[src/rtl/lsu_pkg.sv]
// lsu_pkg: shared definitions for the load/store unit.
//   state_t          FSM state encoding (IDLE, READ, WRITE, RESP)
//   F3_*             RV32I load/store funct3 codes
//   f3_legal()       funct3 legality for a load or a store
//   misaligned()     natural-alignment check for the access size
//   align_offset()   byte offset with the sub-size address bits cleared
package lsu_pkg;

  typedef enum logic [1:0] {
    IDLE  = 2'd0,
    READ  = 2'd1,
    WRITE = 2'd2,
    RESP  = 2'd3
  } state_t;

  localparam logic [2:0] F3_B  = 3'b000;
  localparam logic [2:0] F3_H  = 3'b001;
  localparam logic [2:0] F3_W  = 3'b010;
  localparam logic [2:0] F3_BU = 3'b100;
  localparam logic [2:0] F3_HU = 3'b101;

  function automatic logic f3_legal(input logic write, input logic [2:0] f3);
    logic ok;
    ok = (f3 == F3_B) || (f3 == F3_H) || (f3 == F3_W);
    if (!write) ok = ok || (f3 == F3_BU) || (f3 == F3_HU);
    return ok;
  endfunction

  // Size is carried in funct3[1:0]: 00 byte, 01 halfword, 10 word.
  function automatic logic misaligned(input logic [2:0] f3, input logic [1:0] lo);
    logic mis;
    case (f3[1:0])
      2'b01:   mis = lo[0];
      2'b10:   mis = (lo != 2'b00);
      default: mis = 1'b0;
    endcase
    return mis;
  endfunction

  function automatic logic [1:0] align_offset(input logic [2:0] f3, input logic [1:0] lo);
    logic [1:0] off;
    case (f3[1:0])
      2'b00:   off = lo;
      2'b01:   off = {lo[1], 1'b0};
      default: off = 2'b00;
    endcase
    return off;
  endfunction

endpackage

[src/rtl/lsu_align.sv]
// lsu_align: combinational lane handling for the load/store unit.
//   funct3      access size (bits 1:0) and unsigned flag (bit 2)
//   offset      byte offset within the word, already aligned to the size
//   mem_word    word read from ram
//   store_data  right-aligned store data
//   load_data   selected lane, sign- or zero-extended
//   merged      mem_word with the store lane replaced (word stores pass store_data)
module lsu_align (
  input  logic [2:0]  funct3,
  input  logic [1:0]  offset,
  input  logic [31:0] mem_word,
  input  logic [31:0] store_data,
  output logic [31:0] load_data,
  output logic [31:0] merged
);

  logic [31:0] shifted;

  always_comb begin
    shifted   = mem_word >> {offset, 3'b000};
    load_data = shifted;
    merged    = store_data;
    case (funct3[1:0])
      2'b00: begin
        load_data = funct3[2] ? {24'd0, shifted[7:0]} : {{24{shifted[7]}}, shifted[7:0]};
        merged    = mem_word;
        merged[{offset, 3'b000} +: 8] = store_data[7:0];
      end
      2'b01: begin
        load_data = funct3[2] ? {16'd0, shifted[15:0]} : {{16{shifted[15]}}, shifted[15:0]};
        merged    = mem_word;
        merged[{offset[1], 4'b0000} +: 16] = store_data[15:0];
      end
      default: ;
    endcase
  end

endmodule

[src/rtl/lsu.sv]
// lsu: RV32I load/store unit in front of a word-addressed ram with
// combinational read and clocked full-word write.
//   clk, rst_n                      clock, synchronous active-low reset
//   req_valid/req_ready             request handshake
//   req_write, req_funct3,
//   req_addr, req_wdata             request payload (byte address, right-aligned data)
//   resp_valid/resp_ready           response handshake
//   resp_rdata, resp_err            extended load data (0 for stores), error flag
//   mem_read, mem_write, mem_addr,
//   mem_wdata, mem_rdata            ram port (mem_addr is a word index)
// Build option: LSU_ALIGN_CHECK_EN flags misaligned / illegal-funct3 requests
// on resp_err with no memory access; otherwise resp_err stays 0, illegal
// funct3 acts as a word access and offending low address bits are ignored.
//
// state | meaning
// IDLE  | ready for a request
// READ  | ram word read; load result or sub-word merge formed
// WRITE | one-cycle ram write of mem_wdata
// RESP  | response held until resp_ready
module lsu
  import lsu_pkg::*;
(
  input  logic        clk,
  input  logic        rst_n,
  input  logic        req_valid,
  output logic        req_ready,
  input  logic        req_write,
  input  logic [2:0]  req_funct3,
  input  logic [31:0] req_addr,
  input  logic [31:0] req_wdata,
  output logic        resp_valid,
  input  logic        resp_ready,
  output logic [31:0] resp_rdata,
  output logic        resp_err,
  output logic        mem_read,
  output logic        mem_write,
  output logic [31:0] mem_addr,
  output logic [31:0] mem_wdata,
  input  logic [31:0] mem_rdata
);

  state_t      state;
  logic [2:0]  f3_q;
  logic [1:0]  off_q;
  logic [31:0] wdata_q;
  logic        write_q;

  logic [2:0]  f3_eff;
  logic [1:0]  off_eff;
  logic        req_err;
  logic [31:0] load_data;
  logic [31:0] merged_word;

  always_comb begin
    f3_eff  = req_funct3;
    off_eff = req_addr[1:0];
    req_err = 1'b0;
`ifdef LSU_ALIGN_CHECK_EN
    req_err = !f3_legal(req_write, req_funct3) || misaligned(req_funct3, req_addr[1:0]);
`else
    if (!f3_legal(req_write, req_funct3)) f3_eff = F3_W;
    off_eff = align_offset(f3_eff, req_addr[1:0]);
`endif
  end

  lsu_align u_align (
    .funct3     (f3_q),
    .offset     (off_q),
    .mem_word   (mem_rdata),
    .store_data (wdata_q),
    .load_data  (load_data),
    .merged     (merged_word)
  );

  assign req_ready = (state == IDLE);
  // Gated by rst_n so a reset landing in WRITE never commits to ram.
  assign mem_read  = (state == READ)  && rst_n;
  assign mem_write = (state == WRITE) && rst_n;

  always_ff @(posedge clk) begin
    if (!rst_n) begin
      state      <= IDLE;
      resp_valid <= 1'b0;
      resp_err   <= 1'b0;
      resp_rdata <= '0;
      mem_addr   <= '0;
      mem_wdata  <= '0;
      f3_q       <= '0;
      off_q      <= '0;
      wdata_q    <= '0;
      write_q    <= 1'b0;
    end else begin
      case (state)
        IDLE: begin
          if (req_valid) begin
            f3_q       <= f3_eff;
            off_q      <= off_eff;
            wdata_q    <= req_wdata;
            write_q    <= req_write;
            mem_addr   <= {2'b00, req_addr[31:2]};
            resp_rdata <= '0;
            resp_err   <= req_err;
            if (req_err) begin
              resp_valid <= 1'b1;
              state      <= RESP;
            end else if (req_write && (f3_eff == F3_W)) begin
              mem_wdata <= req_wdata;
              state     <= WRITE;
            end else begin
              state <= READ;
            end
          end
        end
        READ: begin
          if (write_q) begin
            mem_wdata <= merged_word;
            state     <= WRITE;
          end else begin
            resp_rdata <= load_data;
            resp_valid <= 1'b1;
            state      <= RESP;
          end
        end
        WRITE: begin
          mem_wdata  <= '0;
          resp_valid <= 1'b1;
          state      <= RESP;
        end
        RESP: begin
          if (resp_ready) begin
            resp_valid <= 1'b0;
            state      <= IDLE;
          end
        end
        default: state <= IDLE;
      endcase
    end
  end

endmodule

[config.mk]
export PLATFORM = sky130hd
export DESIGN_NAME = lsu
export DESIGN_NICKNAME = d
export VERILOG_FILES = /design/src/rtl/lsu_pkg.sv /design/src/rtl/lsu_align.sv /design/src/rtl/lsu.sv
export SDC_FILE = /design/constraint.sdc
export NUM_CORES = 1
export LEC_CHECK = 0
export CAP_MARGIN = 20
export CORE_MARGIN = 10
export CORE_UTILIZATION = 43
export DETAILED_ROUTE_END_ITERATION = 12
export MAX_ROUTING_LAYER = met4
export PLACE_DENSITY = 0.81
export SYNTH_ARGS = -nofsm -noshare
export SYNTH_HDL_FRONTEND = slang
export SYNTH_SLANG_ARGS = --single-unit
[constraint.sdc]
create_clock -name clk -period 2.5 [get_ports clk]
set_input_delay 0.5 -clock clk [delete_from_list [all_inputs] [get_ports clk]]
set_output_delay 0.5 -clock clk [all_outputs]
set_load 0.02 [all_outputs]
==> impl_metrics.ini <==
[status]
status = finished, final reports clean

[synthesis]
yosys.area.top_type = dfxtp_1
synth_seq_cells = 135
synth_edf_count = 0
seq_area_frac_synth = 0.397
ys.flop_type = dfxtp_1
synth_top_cell_area_share = 0.397
yosys.cell_types.count = 53
ys_warn_count = 0
syn_area_um2 = 6810
syn_area_per_cell_um2 = 8.44
synthesis.instances = 807
synthArstFlopShare = 0
synth_area_leaders = dfxtp_1, nand2_1, a21oi_1

[timing]
fmax_mhz = 415
setup_viol = 0
slew_viol_final = 0
finalHoldViolCount = 0
slew_headroom = 0.531
tightest_slew_ns = 0.700
fin_skew_ns = 0.00940
rsz0062_at_grt = no
min_period_over_period = 0.963
finalSetupTns_ns = 0
period_needed_ns = 2.41

[placed_design]
placed_cells = 1179
io_buffers = 201
place_hpwl_um = 17600
gp_congestion = 0.945
placed_cell_area_um2 = 9020

[critical_path]
critPathMaxStageDelay_ns = 0.65
crit_path_start_kind = register
crit_required_ns = 2.00
critPathMaxFanout = 11
crit_start = state[1]$_SDFFE_PN0P_
slowest_stage = clkdlybuf4s50_1
path_cells = inv_1 > ha_1 > buf_4 > clkdlybuf4s50_1
worstSetupPathType = reg -> out
reg2reg_to = mem_wdata[14]$_SDFFE_PN0P_
reg2regPathDepth = 6
cpLargestDelayFamily = buffers and inverters
critical_path_buf_inv_count = 3
arrival_ns = 1.91
reg2reg_from = off_q[0]$_SDFFE_PN0P_
cp-end-kind = output pin
r2r_slack_ns = 0.29

[global_route]
grt.total_usage = 0.225
first_global_vias = 6548
antenna_found_initial = 2
grt_pass1_wl_um = 37400
grt_max_degree = 54
overflow = 0

[layout]
fin_nets = 1101
layout-drive-gt1-share = 0.0960
num-fill-cells = 1324
syn_to_final_growth_pct = 41.2
stdcell_count = 1212
final_area_um2 = 9620
final_cell_mix = clkdlybuf4s50_1, nand2_1, dfxtp_1, a21oi_1, o21ai_0
final_common_cell = clkdlybuf4s50_1
fin_util = 0.626

[route]
drc_errors = 0
first_pass_iters = 7
ant_nets = 0
drt_wl_total_um = 24200
vias_per_cell = 5.66
vias = 6859
wire_per_inst_um = 20.0
drtIter0Drc = 826

[cts]
cts_resized = 1
worstSkewPairLatency_ns = 0.42
cts_tree = yes
cts_buffers = 17
postCtsSetupBuffers = 0
cts-htree-levels = 4
hold_buffers = 0
clockRootBuffer = clkbuf_16
cts_num_sinks = 135
clockBufferDepth = 2
clk_pin_slew_worst_paths_ns = 0.06

[power_and_ir_drop]
ir_drop_uv = 671
power_density_nw_per_um2 = 1030
power_mw = 9.90
leakage_nw = 3.49

[floorplan]
die_width_um = 146
dieArea_um2 = 21300
rows = 45
io_pins = 205
die_h_um = 146
core-area_um2 = 15400
start_util = 0.443

[worst_hold_path]
min_to = mem_addr[22]$_SDFFE_PN0P_
min-delay-start = mem_addr[22]$_SDFFE_PN0P_
hold_depth = 2
hp-class = reg -> reg

[flow_run]
cap_violations = 0
## how the worst max path moves through the flow
stage / to / cells past startpoint / slack, ns
floorplan: mem_wdata[10]$_SDFFE_PN0P_ / 9 / 0.03
global placement: resp_rdata[26]$_SDFFE_PN0P_ / 7 / 0.06
detailed placement: resp_rdata[31]$_SDFFE_PN0P_ / 7 / -0.004
CTS: mem_read / 3 / 0.03
global route: mem_read / 4 / 0.02
finish: req_ready / 4 / 0.09
## through the flow
step	hold WS, ns	setup slack, ns
3_5_place_dp	0.446	-0.00354
5_1_grt	0.469	0.0191
3_3_place_gp	0.441	0.0561
2_1_floorplan	0.436	0.0251
6_report	0.452	0.0914
4_1_cts	0.454	0.0312
## where the power goes
group | total, mW | internal, mW | switching, mW | leakage (nW)
Sequential | 3.09 | 2.70 | 0.385 | 1.10
Clock | 2.51 | 1.50 | 1.01 | 0.276
Combinational | 4.31 | 1.86 | 2.45 | 2.11
Total | 9.90 | 6.06 | 3.84 | 3.49
## logic make-up after synthesis
family                     after synthesis  synth area share
AOI/OAI and AO/OA                      257             0.247
other                                    1          0.000550
muxes                                   41            0.0782
buffers and inverters                   85            0.0569
adders and majority gates               10            0.0184
DFF                                    135             0.397
and+or+nand+nor                        278             0.203
## sequential cells by signal (all words and copies together), names as in the netlist
register and cells:
write_q 1, mem_addr 30, wdata_q 32, resp_valid 1, mem_wdata 32, off_q 2
f3_q 3, state 2, resp_rdata 32
## worst register-to-register path, delay by kind of cell, from the launching register on
family | cells | cell delay, ns
AOI/OAI and AO/OA | 3 | 0.60
DFF | 1 | 0.35
buffers and inverters | 1 | 0.37
and+or+nand+nor | 1 | 0.42
adders and majority gates | 1 | 0.41
## final cells by class
cell class	instances	area, um^2	share of cell area
Antenna cell	1	2.50	0.000260
Clock buffer	18	439	0.0456
Clock inverter	14	148	0.0153
Inverter	17	65.1	0.00676
Multi-Input combinational cell	589	3750	0.390
Sequential cell	135	2710	0.281
Tap cell	211	264	0.0274
Timing Repair Buffer	227	2250	0.234
## synth_stat cells, types with 2 or more instances
library cell / instances
a31oi_1: 18
a221o_1: 24
a211oi_1: 2
nand2b_1: 13
nand3_1: 4
clkbuf_1: 36
o21ai_1: 6
and3_1: 25
inv_1: 13
mux4_2: 8
nand3b_1: 8
o21ai_0: 42
a32oi_1: 9
and4_1: 7
mux2_2: 8
mux2i_1: 24
nor4bb_1: 2
clkinv_1: 3
and2_1: 3
nor2b_1: 25
or2_2: 3
buf_6: 4
buf_4: 6
buf_1: 9
a21oi_1: 98
dfxtp_1: 135
nand2_1: 164
a22oi_1: 27
o221ai_1: 24
ha_1: 10
buf_2: 12
nor2_1: 14
## routing by layer
layer,vias up,global-route usage,share of wire
met5,-,-,0
met4,0,0.0758,0.025
met3,44,0.0627,0.097
met2,336,0.346,0.46
met1,3204,0.278,0.42
li1,3275,-,-
Power figures use the tool's default switching activity.
